<file path="config.mk">
export PLATFORM = sky130hd
export DESIGN_NAME = vector_checker_mem
export DESIGN_NICKNAME = d
export VERILOG_FILES = /design/src/rtl/vector_checker_mem.sv
export SDC_FILE = /design/constraint.sdc
export NUM_CORES = 1
export LEC_CHECK = 0
export BUFFER_PORTS_ARGS = -buffer_cell sky130_fd_sc_hd__buf_4
export CAP_MARGIN = 20
export CORE_ASPECT_RATIO = 1.5
export CORE_MARGIN = 10
export CORE_UTILIZATION = 48
export DETAILED_ROUTE_END_ITERATION = 7
export GPL_ROUTABILITY_DRIVEN = 0
export MAX_ROUTING_LAYER = met4
export PLACE_DENSITY = 0.72
export RECOVER_POWER = 50
export SYNTH_ARGS = -nofsm -noshare
export SYNTH_HDL_FRONTEND = slang
export SYNTH_SLANG_ARGS = --single-unit
</file>
<file path="constraint.sdc">
create_clock -name clk -period 2.38 [get_ports clk]
set_input_delay 0.476 -clock clk [delete_from_list [all_inputs] [get_ports clk]]
set_output_delay 0.476 -clock clk [all_outputs]
set_load 0.005 [all_outputs]
</file>
<file path="src/rtl/vector_checker_mem.sv">
// Expected-vector storage: one synchronous write port, one asynchronous read port.
// Contents are deliberately not touched by reset so vectors survive an aborted run.
module vector_checker_mem #(
    parameter int WIDTH = 10,
    parameter int DEPTH = 10,
    parameter int AW    = $clog2(DEPTH)
) (
    input  logic             clk,
    input  logic             we,
    input  logic [AW-1:0]    wr_addr,
    input  logic [WIDTH-1:0] wr_data,
    input  logic [AW-1:0]    rd_addr,
    output logic [WIDTH-1:0] rd_data
);

    logic [WIDTH-1:0] mem [DEPTH];

    // Write port: out-of-range addresses are dropped rather than aliased.
    always_ff @(posedge clk) begin
        if (we && (int'(wr_addr) < DEPTH)) begin
            mem[wr_addr] <= wr_data;
        end
    end

    // Asynchronous read; out-of-range index returns zero.
    always_comb begin
        rd_data = '0;
        if (int'(rd_addr) < DEPTH) begin
            rd_data = mem[rd_addr];
        end
    end

endmodule

</file>
==> out/metrics.yaml, run 1 <==
numPortBuffers: 29
grt_overflow_total: 0
rsz0062_at_grt: "false"
cts_tree: "done"
die_w_microns: 95.5
synth_top_area_share_pct: 73.2
netlist_instances: 221
nNetsFinal: 288
largest-register: "mem"
required_ns: 1.90
cpMostUsedCell: "buf_4"
crit_slowest_cell: "mux2_1"
dp_hpwl_mm: 5.17
grt.busiest_layer: "met2"
ys_types: 20
post_cts_resized: 0
cp-start-kind: "input port"
antenna_cells: 0
use_met2_pct: 22.4
syn2layout_area_growth_pct: 15.2
post_cts_buffers: 0
finalSetupViolations: 0
final-instance-count-excl-fill: 379
max-slew-margin-rel_pct: 41.9
path_clk_slew_ns: 0.06
synthArstFlopShare_pct: 0
initial_utilization_pct: 49.1
tightest_slew_ns: 0.872
use_met3_pct: 2.59
fin_util_pct: 56.5
layout_min_cycle_time_ns: 2.11
max_cap_violations: 0
wl_per_cell_microns: 22.0
drive_above_1_share_pct: 33.8
tns_ns: 0
drt_pass1_iterations: 4
drv_slew: 0
dr_total_vias: 2149
hold_ws_ns: 0.503
yosysMostFrequentCell: "edfxtp_1"
die_area_sq_um: 12700
synth_seq_cells: 100
hold_class: "in2reg"
grt_pass1_wl_mm: 12.9
drt_iter0_drc: 150
hold_buffers: 0
max_freq_mhz: 474
critPathMaxStageDelay_ns: 0.36
synthFlopType: "edfxtp_1"
top_regs: "mem (100)"
largest_reg_flops: 100
core_sq_um: 8360
ant_nets: 0
p_per_area_nw_per_um2: 740
ys_top_cells_by_area: "edfxtp_1 73%, mux2_2 5.8%, mux2_1 5.2%, mux2_4 3.7%, o22ai_1 3.0%"
crit_fanout: 30
num_io_pins: 30
crit_chain: "buf_4 -> buf_12 -> mux2_1 -> o22ai_1 -> o31ai_2 -> buf_4"
syn_area_per_cell_sq_um: 18.6
ys_seq_area_share_pct: 73.2
end_kind: "output port"
worst-setup-path-type: "in2out"
use_met1_pct: 17.5
p_leak_nw: 1.57
yosysTopAreaCell: "edfxtp_1"
run_status: "finished clean"
drc: 0
die_y_microns: 133
worstPathArrival_ns: 1.63
vdd_drop_max_uv: 417
synthesis.nets: 241
finalHoldViolCount: 0
numCtsBuffers: 9
synth_edf_count: 100
clock_sinks: 100
antenna_found_initial: 0
placed_cells: 364
clock-root-buffer: "clkbuf_16"
cts_buffer_depth: 2
placementRows: 41
cts_htree_levels: 3
grt_use_total_pct: 14.4
post-route-period-util_pct: 88.6
syn_area_sq_um: 4100
ys.warnings.count: 0
grt_max_degree: 31
grt_pass1_vias: 2218
synth_commonest_cells: "100 x edfxtp_1, 21 x mux2_2, 20 x o22ai_1"
vias_per_cell: 5.67
wl_mm: 8.35
[cell type report]
type	count	area, sq um
clock buffer	10	229
clock inverter	5	30.0
fill	641	3640
multi-input combinational	111	1000
sequential	100	3000
tap	107	134
timing repair buffer	46	325
[cells in the final DEF, fill, tap and decap left out, drive strengths merged, types with 3 or more instances in the layout]
master / instances
nand2b: 4
o22ai: 20
o31ai: 10
clkinv: 3
clkbuf: 22
buf: 34
nor2: 7
mux2: 50
nor3: 3
nand2: 12
edfxtp: 100
[worst max-delay path: cells and delay by family]
kind,cells,cell delay (ns)
AOI/OAI and AO/OA,2,0.33
buffers and inverters,3,0.46
muxes,1,0.36
[per-stage QoR]
step	area, sq um	worst slack, ns	power, mW
finish	4730	0.272	3.50
CTS	4770	0.253	3.53
global placement	4510	0.307	2.26
detailed placement	4510	0.253	2.27
floorplan	4100	0.269	2.16
global route	4730	0.224	3.61
[logic make-up after synthesis]
logic type / count (synthesis) / share of synthesized area, %
multiplexers: 50 / 14.6
flip-flops: 100 / 73.2
buffers and inverters: 10 / 2.32
AO/OA/AOI/OAI: 30 / 6.10
AND/OR/NAND/NOR: 31 / 3.75
[power by group]
group          internal [mW]  switching, mW  leakage [nW]
clock                  0.696          0.577         0.124
sequential              1.97        0.00730         0.903
combinational          0.114          0.129         0.546
[path summary, 6_finish.rpt]
| check | start | endpoint | slack [ns] | cells after the start |
|---|---|---|---|---|
| max | rd_addr[0] | rd_data[1] | 0.27 | 6 |
| min | wr_data[2] | mem[7][2]$_DFFE_PP_ | 0.50 | 1 |
[per-layer routing]
| metal | wire length (microns) | part of all wire (%) |
|---|---|---|
| met2 | 4300 | 51 |
| met5 | 0 | 0 |
| met3 | 329 | 3.9 |
| met1 | 3540 | 42 |
| met4 | 184 | 2.2 |
(Power assumes the default switching activity.)
==> run 2: changes to the inputs <==
==> constraint.sdc (replaced) <==
create_clock -name clk -period 2.38 [get_ports clk]
set_input_delay 0.238 -clock clk [delete_from_list [all_inputs] [get_ports clk]]
set_output_delay 0.238 -clock clk [all_outputs]
set_load 0.005 [all_outputs]
==> out/metrics.yaml, run 2 (same netlist as run 1, synthesis figures left out) <==
vdd_drop_max_uv: 468  # +12%
use_met2_pct: 21.9  # -0.49 points
finalHoldViolCount: 0  # unchanged
rsz0062_at_grt: "false"
numCtsBuffers: 9  # unchanged
use_met1_pct: 16.4  # -1.1 points
largest-register: "mem"
crit_fanout: 20  # -33%
layout_min_cycle_time_ns: 1.78  # -0.327 ns
worstPathArrival_ns: 1.54  # -0.09 ns
clock-root-buffer: "clkbuf_16"
vias_per_cell: 5.71  # +0.63%
drive_above_1_share_pct: 31.5  # -2.4 points
hp-start: "wr_data[2]"
die_y_microns: 133  # unchanged
multi_input_area_sq_um: 1000  # unchanged
numPortBuffers: 29  # unchanged
fill_cells: 658  # +2.7%
antenna_found_initial: 0  # unchanged
post-route-period-util_pct: 74.8  # -14 points
final_cell_mix: "100 x edfxtp_1, 30 x buf_4, 21 x mux2_2"
hold_ws_ns: 0.282  # -0.221 ns
hold-path-endpoint: "mem[6][2]$_DFFE_PP_"
hold_class: "in2reg"
path_clk_slew_ns: 0.06  # about the same
placed_cells: 361  # -0.82%
cts_htree_levels: 3  # unchanged
cts_buffer_depth: 2  # unchanged
dr_total_vias: 2134  # -0.70%
core_sq_um: 8360  # unchanged
grt_overflow_total: 0  # unchanged
top_regs: "mem (100)"
fin_util_pct: 55.9  # -0.64 points
grt_use_total_pct: 14.2  # -0.12 points
drt_iter0_drc: 176  # +17%
end_kind: "output port"
wl_per_cell_microns: 22.1  # +0.11%
cts_tree: "done"
syn2layout_area_growth_pct: 13.9
tns_ns: 0  # unchanged
finalSetupViolations: 0  # unchanged
required_ns: 2.14  # +0.24 ns
max-slew-margin-rel_pct: 38.1  # -3.8 points
tightest_slew_ns: 0.928  # +0.0564 ns
grt.busiest_layer: "met2"
ant_nets: 0  # unchanged
p_per_area_nw_per_um2: 738  # -0.24%
drc: 0  # unchanged
use_met3_pct: 3.32  # +0.73 points
drt_pass1_iterations: 5  # +1
grt_max_degree: 21  # -32%
dpl-instance-area_sq_um: 4480  # -0.78%
placementRows: 41  # unchanged
clock_sinks: 100  # unchanged
seqCellArea_sq_um: 3000  # unchanged
num_io_pins: 30  # unchanged
nNetsFinal: 285  # -1.0%
post_cts_resized: 0  # unchanged
dp_hpwl_mm: 5.19  # +0.50%
antenna_cells: 0  # unchanged
final-instance-count-excl-fill: 374  # -1.3%
wl_mm: 8.25  # -1.2%
grt_pass1_wl_mm: 12.7  # -1.3%
cp-start-kind: "input port"
setup_slack_ns: 0.599  # +0.327 ns
total_power_mw: 3.45  # -1.4%
hold_depth: 1  # unchanged
worst-setup-path-type: "in2out"
mostFrequentLayoutCell: "edfxtp_1"
initial_utilization_pct: 49.1  # unchanged
p_leak_nw: 1.55  # -1.7%
max_cap_violations: 0  # unchanged
largest_reg_flops: 100  # unchanged
die_area_sq_um: 12700  # unchanged
max_freq_mhz: 561  # +18%
drv_slew: 0  # unchanged
run_status: "finished clean"
hold_buffers: 0  # unchanged
die_w_microns: 95.5  # unchanged
postLayoutCellArea_sq_um: 4670  # -1.1%
grt_pass1_vias: 2251  # +1.5%
post_cts_buffers: 0  # unchanged
dp_slack_ns: 0.581  # +0.328 ns
## run 2: worst max-delay path by stage
stage / startpoint / end
2_1_floorplan: wr_addr[2] / mem[0][0]$_DFFE_PP_
4_1_cts: rd_addr[0] / rd_data[4]
5_1_grt: rd_addr[0] / rd_data[2]
3_3_place_gp: rd_addr[0] / rd_data[4]
6_report: rd_addr[0] / rd_data[4]
3_5_place_dp: rd_addr[0] / rd_data[4]
## run 2: layout make-up
cell class / count / share of cell area [%]
timing repair buffer: 43 / 6.21
clock buffer: 13 / 5.14
multi-input combinational: 111 / 21.5
sequential: 100 / 64.3
tap: 107 / 2.87
## run 2: metal layers
metal / vias up / part of all wire [%]
met5: - / 0
met4: 0 / 3.6
met3: 16 / 4.0
met2: 61 / 50
met1: 1091 / 42
li1: 966 / -
## run 2: where the power goes
group          internal, mW  switching [mW]
clock network         0.691           0.540
logic                 0.108           0.127
registers              1.97         0.00782
total                  2.77           0.675
## run 2: critical path, stage by stage
cell and delay, ns:
buf_4 0.29, buf_4 0.25, mux2_1 0.34, o22ai_1 0.20, o31ai_2 0.09, buf_4 0.14
